### src/rtl/hazard_stall_ctrl.sv
// rtl/hazard_stall_ctrl.sv - pipeline hazard/stall sequencer and multiply/divide busy tracker
// Stalls F/D and bubbles E on load-use, branch-operand and HI/LO-busy hazards.
module hazard_stall_ctrl #(
  parameter int WIDTH    = 32,
  parameter int MULT_LAT = 5,
  parameter int DIV_LAT  = 10
) (
  input  logic             clk,
  input  logic             rst_n,
  input  logic [WIDTH-1:0] IR_D,
  input  logic [WIDTH-1:0] IR_E,
  input  logic [WIDTH-1:0] IR_M,
  output logic             stall_F,
  output logic             stall_D,
  output logic             IR_E_clr,
  output logic             md_start,
  output logic             md_busy
);

  localparam logic [5:0] OP_RTYPE = 6'h00, OP_JAL = 6'h03, OP_BEQ = 6'h04, OP_BNE = 6'h05;
  localparam logic [5:0] OP_ADDIU = 6'h09, OP_ORI = 6'h0d, OP_LUI = 6'h0f;
  localparam logic [5:0] OP_LW = 6'h23, OP_SW = 6'h2b;
  localparam logic [5:0] FN_JR = 6'h08, FN_MFHI = 6'h10, FN_MTHI = 6'h11, FN_MFLO = 6'h12;
  localparam logic [5:0] FN_MTLO = 6'h13, FN_MULT = 6'h18, FN_MULTU = 6'h19, FN_DIV = 6'h1a;
  localparam logic [5:0] FN_DIVU = 6'h1b, FN_ADDU = 6'h21, FN_SUBU = 6'h23, FN_SLT = 6'h2a;
  localparam logic [3:0] MULT_CNT = 4'(MULT_LAT);
  localparam logic [3:0] DIV_CNT  = 4'(DIV_LAT);

  typedef enum logic {IDLE, BUSY} state_t;

  state_t     state, state_nx;
  logic [3:0] cnt, cnt_nx;
  logic       start_raw;
  logic       haz_lu, haz_br_e, haz_br_m, haz_md, stall;

  // Only fields below bit 32 are decoded; wider words carry nothing relevant here.
  logic unused_ir;
  assign unused_ir = ^{IR_D, IR_E, IR_M};

  function automatic logic is_md(input logic [WIDTH-1:0] ir);
    return ir[31:26] == OP_RTYPE && ir[5:0] inside {FN_MULT, FN_MULTU, FN_DIV, FN_DIVU};
  endfunction

  function automatic logic is_hilo(input logic [WIDTH-1:0] ir);
    return is_md(ir) || (ir[31:26] == OP_RTYPE &&
           ir[5:0] inside {FN_MFHI, FN_MFLO, FN_MTHI, FN_MTLO});
  endfunction

  function automatic logic is_branch(input logic [WIDTH-1:0] ir);
    return ir[31:26] inside {OP_BEQ, OP_BNE} || (ir[31:26] == OP_RTYPE && ir[5:0] == FN_JR);
  endfunction

  function automatic logic [4:0] dest_reg(input logic [WIDTH-1:0] ir);
    logic [4:0] d;
    d = 5'd0;
    if (ir[31:26] == OP_RTYPE) begin
      if (ir[5:0] inside {FN_ADDU, FN_SUBU, FN_SLT, FN_MFHI, FN_MFLO}) d = ir[15:11];
    end else if (ir[31:26] inside {OP_ORI, OP_LUI, OP_ADDIU, OP_LW}) begin
      d = ir[20:16];
    end else if (ir[31:26] == OP_JAL) begin
      d = 5'd31;
    end
    return d;
  endfunction

  function automatic logic uses_rs(input logic [WIDTH-1:0] ir);
    if (ir[31:26] == OP_RTYPE)
      return ir[5:0] inside {FN_ADDU, FN_SUBU, FN_SLT, FN_JR, FN_MULT, FN_MULTU,
                             FN_DIV, FN_DIVU, FN_MTHI, FN_MTLO};
    return ir[31:26] inside {OP_ORI, OP_ADDIU, OP_LW, OP_SW, OP_BEQ, OP_BNE};
  endfunction

  function automatic logic uses_rt(input logic [WIDTH-1:0] ir);
    if (ir[31:26] == OP_RTYPE)
      return ir[5:0] inside {FN_ADDU, FN_SUBU, FN_SLT, FN_MULT, FN_MULTU, FN_DIV, FN_DIVU};
    return ir[31:26] inside {OP_SW, OP_BEQ, OP_BNE};
  endfunction

  // A write to $0 never creates a dependency, which also keeps nop bubbles hazard-free.
  function automatic logic depends(input logic [WIDTH-1:0] ir, input logic [4:0] r);
    return r != 5'd0 && ((uses_rs(ir) && ir[25:21] == r) || (uses_rt(ir) && ir[20:16] == r));
  endfunction

  always_ff @(posedge clk or negedge rst_n) begin
    if (!rst_n) begin
      state <= IDLE;
      cnt   <= 4'd0;
    end else begin
      state <= state_nx;
      cnt   <= cnt_nx;
    end
  end

  // MD ops arriving in E while BUSY are ignored rather than restarting the count.
  always_comb begin
    state_nx  = state;
    cnt_nx    = cnt;
    start_raw = 1'b0;
    case (state)
      IDLE: begin
        if (is_md(IR_E)) begin
          start_raw = 1'b1;
          cnt_nx    = IR_E[1] ? DIV_CNT : MULT_CNT;
          state_nx  = BUSY;
        end
      end
      BUSY: begin
        if (cnt == 4'd1) begin
          cnt_nx   = 4'd0;
          state_nx = IDLE;
        end else begin
          cnt_nx = cnt - 4'd1;
        end
      end
      default: begin
        state_nx = IDLE;
        cnt_nx   = 4'd0;
      end
    endcase
  end

  always_comb begin
    haz_lu   = IR_E[31:26] == OP_LW && depends(IR_D, dest_reg(IR_E));
    haz_br_e = is_branch(IR_D) && depends(IR_D, dest_reg(IR_E));
    haz_br_m = is_branch(IR_D) && IR_M[31:26] == OP_LW && depends(IR_D, dest_reg(IR_M));
    haz_md   = is_hilo(IR_D) && (state == BUSY || start_raw);
    stall    = haz_lu || haz_br_e || haz_br_m || haz_md;
  end

  assign stall_F  = stall && rst_n;
  assign stall_D  = stall && rst_n;
  assign IR_E_clr = stall && rst_n;
  assign md_start = start_raw && rst_n;
  assign md_busy  = (state == BUSY) && rst_n;

endmodule
### config.mk
export PLATFORM = sky130hd
export DESIGN_NAME = hazard_stall_ctrl
export DESIGN_NICKNAME = d
export VERILOG_FILES = /design/src/rtl/hazard_stall_ctrl.sv
export SDC_FILE = /design/constraint.sdc
export NUM_CORES = 1
export LEC_CHECK = 0
export BUFFER_PORTS_ARGS = -buffer_cell sky130_fd_sc_hd__buf_2
export CAP_MARGIN = 10
export CORE_AREA = 5 5 60 62
export CTS_BUF_LIST = sky130_fd_sc_hd__clkbuf_4 sky130_fd_sc_hd__clkbuf_8
export CTS_CLUSTER_SIZE = 20
export DETAILED_ROUTE_END_ITERATION = 8
export DIE_AREA = 0 0 65 67
export MAX_ROUTING_LAYER = met4
export PLACE_DENSITY_LB_ADDON = 0.1
export RECOVER_POWER = 50
export SYNTH_ARGS = -nofsm -noshare
export SYNTH_HDL_FRONTEND = slang
export SYNTH_SLANG_ARGS = --single-unit
### constraint.sdc
create_clock -name clk -period 5.5 [get_ports clk]
set_clock_uncertainty 0.1 [all_clocks]
set_input_delay 1.1 -clock clk [delete_from_list [all_inputs] [get_ports clk]]
set_output_delay 1.1 -clock clk [all_outputs]
set_load 0.05 [all_outputs]
### After elaboration in Yosys (flattened, before gate mapping)

Cells that the tools add are included.

| cells by class | value |
|---|---|
| add/subtract/negate cells | 1 |
| eq/ne operators | 48 |
| multiplexer cells | 21 |
| bitwise logic cells | 1 |
| reduce and logical (&&, ||, !) cells | 43 |

Operators with widths:

| kind | number |
|---|---|
| $eq 6x5->1 const B | 16 |
| $eq 6x6->1 const B | 13 |
| $eq 6x4->1 const B | 9 |
| $mux 5 | 8 |
| $eq 5x5->1 | 4 |
| $reduce_bool 4->1 | 5 |
| $reduce_bool 5->1 | 4 |
| $logic_and 1x1->1 | 18 |
| $logic_not 6->1 | 3 |
| $eq 6x2->1 const B | 2 |
| $eq 6x3->1 const B | 2 |
| $mux 4 | 3 |
| $reduce_bool 10->1 | 1 |
| $logic_or 1x1->1 | 8 |
| $mux 1 | 8 |
| $pmux 4 s2 | 1 |
| $reduce_bool 7->1 | 1 |
| $reduce_bool 6->1 | 1 |
| $eq 4x1->1 const B | 1 |
| $sub 4x1->4 const B | 1 |
| $reduce_bool 3->1 | 1 |
| $ne 2x2->1 const B | 1 |
| $pmux 1 s2 | 1 |
| $reduce_bool 2->1 | 1 |
| $not 1->1 | 1 |

| storage, ports and cells | value |
|---|---|
| register bits | 5 |
| input port bits | 98 |
| output and inout bits | 5 |

### Depth between registers and ports, before layout

| logic depth | value |
|---|---|
| depth in word-level cells | 13 |
| mapped depth | 9 |

### Worst setup path after synthesis

Ideal clock, no wire load.

| timing path | value |
|---|---|
| path kind | input-to-output |
| start point | in IR_E[29] |
| end point | out stall_D |
| data arrival time | 3.910 ns |
| setup slack | 0.390 ns |
| cell stages on the path | 9 |
| path buffers | 1 |
| path through | or4_4 -> nor4_4 -> nand3_1 -> and2_1 -> xnor2_1 -> nor4_1 -> a31oi_1 -> o221ai_1 -> buf_4 |

| on the way | value |
|---|---|
| cells in the longest elaborated chain, start to end | 13 |
| elaborated cells on any way between the ends | 28 |

Ends and longest elaborated chain:

| what | RTL line | text |
|---|---|---|
| start: declaration | 11 | `input logic [WIDTH-1:0] IR_E,` |
| $eq 6x4->1, or another cell as far along | 58 | `end else if (ir[31:26] inside {OP_ORI, OP_LUI, OP_ADDIU, OP_LW}) begin` |
| $reduce_bool 4->1 or $mux 5 (tied branches) | 58, 60 |  |
| $mux 5 | 58 |  |
| $mux 5 | 56 | `if (ir[31:26] == OP_RTYPE) begin` |
| $eq 5x5->1 | 81 | `return r != 5'd0 && ((uses_rs(ir) && ir[25:21] == r) \|\| (uses_rt(ir) && ir[20:16] == r));` |
| $logic_and 1x1->1 | 81 |  |
| $logic_or 1x1->1 | 81 |  |
| $logic_and 1x1->1 | 81 |  |
| $logic_and 1x1->1 (on tied branches) | 123, 124 |  |
| $logic_or 1x1->1 (2 in a row) | 127 | `stall = haz_lu \|\| haz_br_e \|\| haz_br_m \|\| haz_md;` |
| $logic_or 1x1->1 (*) | 127 |  |
| $logic_and 1x1->1 (*) | -- |  |
| end: declaration | 14 | `output logic stall_D,` |

Every way passes the cells marked *; elsewhere a longest branch is shown, timed or not.

### Final worst setup path

| timing path | value |
|---|---|
| start point | in IR_E[29] |
| end point | out IR_E_clr |

| on the way | value |
|---|---|
| cells in the longest elaborated chain, start to end | 13 |
| elaborated cells on any way between the ends | 28 |

Ends and longest elaborated chain:

| what | RTL line | text |
|---|---|---|
| $eq 6x4->1, or another cell as far along | 58 |  |
| $reduce_bool 4->1 or $mux 5 (tied branches) | 58, 60 |  |
| $mux 5 | 58 |  |
| $mux 5 | 56 |  |
| $eq 5x5->1 | 81 |  |
| $logic_and 1x1->1 | 81 |  |
| $logic_or 1x1->1 | 81 |  |
| $logic_and 1x1->1 | 81 |  |
| $logic_and 1x1->1 (on tied branches) | 123, 124 |  |
| $logic_or 1x1->1 (2 in a row) | 127 |  |
| $logic_or 1x1->1 (*) | 127 |  |
| $logic_and 1x1->1 (*) | 132 | `assign IR_E_clr = stall && rst_n;` |
| end: declaration | 15 | `output logic IR_E_clr,` |

Marks and branches as above.

==> summary.md <==
| Metric | Value |
|---|---|
| Yosys cell types | 50 |
| Synth top cells by count | 13 x xnor2_1, 11 x a21oi_1, 11 x nand2_1 |
| Post-layout util | 56.6% |
| Setup TNS | 0 ns |
| Leak Pwr | 0.000798 uW |
| Crit path launch | IR_E[29] |
| Asr flop ratio synth | 100% |
| Unrepaired setup endpoints after global routing | false |
| Vias in the first global route | 1,509 |
| First-pass GRT wire length | 6030 um |
| R2r startpoint | cnt[0] |
| Pwr per Cell Area | 134 nW/um^2 |
| Max-cap violations | 0 |
| FF+latch count, synth | 5 |
| Top_reg_cell synth | dfrtp_1 |
| Syn avg cell area | 7.36 sq um |
| Core Footprint | 2980 sq um |
| CP startpoint kind | input pin |
| WHS | 0.451 ns |
| Final Critical Period | 4.81 ns |
| Largest net degree at the start of global routing | 13 |
| Place WS | 0.714 ns |
| Critical Path Fanout Max | 6 |
| Syn. warnings | 0 |
| Layout Nets | 347 |
| Antenna fix cells | 0 |
| Rows | 20 |
| Flop-to-flop setup slack | 3.99 ns |
| Via/cell ratio | 5.62 |
| Post-CTS Repair Setup Buffers | 0 |
| Fin area | 1680 sq um |
| Initial drt markers | 49 |
| Routed WL per cell | 13.3 um |
| Maximum VDD drop | 169 uV |
| Skew-Pair Late Insertion Delay | 0.24 ns |
| CTS buffer count | 3 |
| Slew of the pin with the lowest slew margin | 0.502 ns |
| Classification of the worst setup path | in -> out |
| Hold crit path type | reg -> reg |
| Post-cts hold buffer count | 0 |
| Top-count cell post-synth | xnor2_1 |
| Post-Route WL | 3700 um |
| Antenna violations before repair | 0 |
| Clock Sinks | 5 |
| Final routed DRC violation total | 0 |
| Netlist Area Pre-Place | 1280 sq um |
| Syn_nets | 274 |
| Die width | 65 um |
| Synth top area cells | dfrtp_1 9.8%, xnor2_1 8.9%, o211ai_1 4.7% |
| Post_cts resized | 0 |
| Pins Over Slew Limit | 0 |
| Die Ht | 67 um |
| Setup crit end | IR_E_clr |
| Hpwl dp | 3260 um |
| Status | complete, no violations |
| Die area | 4360 sq um |
| Rel. slew slack | 66.5% |
| Area grow syn2layout | 31.6% |
| Yosys top cell area share | 9.78% |
| Final Hold Fails | 0 |
| Final GP Congestion | 0.842 |
| Post-synth EDFFs | 0 |
| Total track usage | 17.3% |
| Hold wc startpoint | cnt[0] |
| Critical path capture point type | primary output |
| Setup slack after layout | 0.695 ns |
| Initial Util | 43.0% |
| Final setup viols | 0 |
| Clk slew on worst S/H paths | 0.04 ns |
| CP Data Arrival Time | 3.61 ns |
| Area after DPL | 1660 sq um |
| Peak Freq | 208 MHz |
| Register area share after synthesis | 9.78% |
| I/O pins | 103 |
| Cells after Synth | 174 |
| R2r endpoint | cnt[3] |
| 1st-pass router iterations | 4 |
| Layout cells sized above 1 | 35.0% |
| Worst endpoint required time | 4.30 ns |
| Routed via count | 1,568 |
| TritonCTS clock tree | built |
| Root Driver | clkbuf_4 |
| Input/output buffers | 72 |
| H-tree Lvls | 1 |
| Post-DRT Antenna Nets | 0 |
| Leading area contributor after synthesis | dfrtp_1 |
| Cells on worst reg2reg path | 3 |
| GR Overflow Total | 0 |
| Final period util | 87.4% |
| Max Root-Sink Buffers | 2 |
[metrics by stage]
step	power (uW)	std cells
after floorplan	129	174
after global placement	177	275
after detailed placement	180	275
after CTS	228	279
after global routing	248	279
final	225	279
[final cells by class]
class,count,area (sq um)
Fill cell,329,1290
Multi-Input combinational cell,155,1090
Timing Repair Buffer,72,359
Sequential cell,5,125
Tap cell,33,41.3
Inverter,10,37.5
Clock buffer,4,30.0
[cell usage in the layout (no fill, tap or decap), types with 3 or more instances in the layout]
| cell | synthesis | layout |
|---|---|---|
| nor3_1 | 3 | 3 |
| o211a_1 | 5 | 5 |
| inv_1 | 10 | 10 |
| or3_1 | 3 | 3 |
| o211ai_1 | 8 | 8 |
| nand2b_1 | 4 | 4 |
| and2_1 | 5 | 5 |
| nand3_1 | 8 | 8 |
| buf_2 | 0 | 71 |
| nand4_1 | 5 | 5 |
| a21oi_1 | 11 | 11 |
| xnor2_1 | 13 | 13 |
| nor2b_1 | 7 | 7 |
| clkbuf_4 | 0 | 4 |
| nand2_1 | 11 | 11 |
| o21ai_0 | 9 | 9 |
| nor4_1 | 6 | 6 |
| nor2_1 | 8 | 8 |
| a31oi_1 | 3 | 3 |
| and3_1 | 6 | 6 |
| o221ai_1 | 3 | 3 |
| dfrtp_1 | 5 | 5 |
[cell families (layout without fill, tap and decap cells)]
logic type	after synthesis	count (layout)	share of synthesized area (%)
compound gates	53	53	29.5
buf+inv	14	86	4.69
simple gates	84	84	42.9
fa+ha+maj	2	2	1.95
xor+xnor	15	15	10.3
mux	1	1	0.880
flops	5	5	9.78
[registers in the layout (all words and copies together), names as in the netlist]
signal and cells:
cnt 4, state 1
[critical path, cell delays in order]
cell and delay [ns]:
buf_2 0.11, or4_1 0.56, nor4_4 0.32, nand3_1 0.17, and2_1 0.23, xnor2_1 0.13
nor4_1 0.27, a31oi_1 0.14, o221ai_1 0.26, buf_2 0.32
[routing by layer]
| metal | routed length [um] | vias to the layer above | global-route usage (%) | share of wire, % |
|---|---|---|---|---|
| met4 | 4 | 0 | 2.37 | 0.11 |
| met5 | 0 | - | - | 0 |
| li1 | - | 820 | - | - |
| met3 | 220 | 2 | 1.35 | 5.9 |
| met1 | 1630 | 706 | 20.3 | 44 |
| met2 | 1840 | 40 | 32.7 | 50 |
[how the worst min path moves through the flow]
| stage | endpoint | slack (ns) | depth (start not counted) |
|---|---|---|---|
| final | cnt[0] | 0.45 | 1 |
| after global routing | cnt[3] | 0.48 | 1 |
| after CTS | cnt[0] | 0.45 | 1 |
| after detailed placement | cnt[3] | 0.44 | 1 |
| after global placement | cnt[0] | 0.44 | 1 |
| after floorplan | cnt[0] | 0.40 | 1 |
[where the power goes]
part           internal (uW)  leakage, uW  switching [uW]
sequential              49.8    0.0000655            12.8
clock                   32.3    0.0000184            13.7
combinational           56.4     0.000714            59.9
No activity file was read; power rests on OpenSTA's default activity.
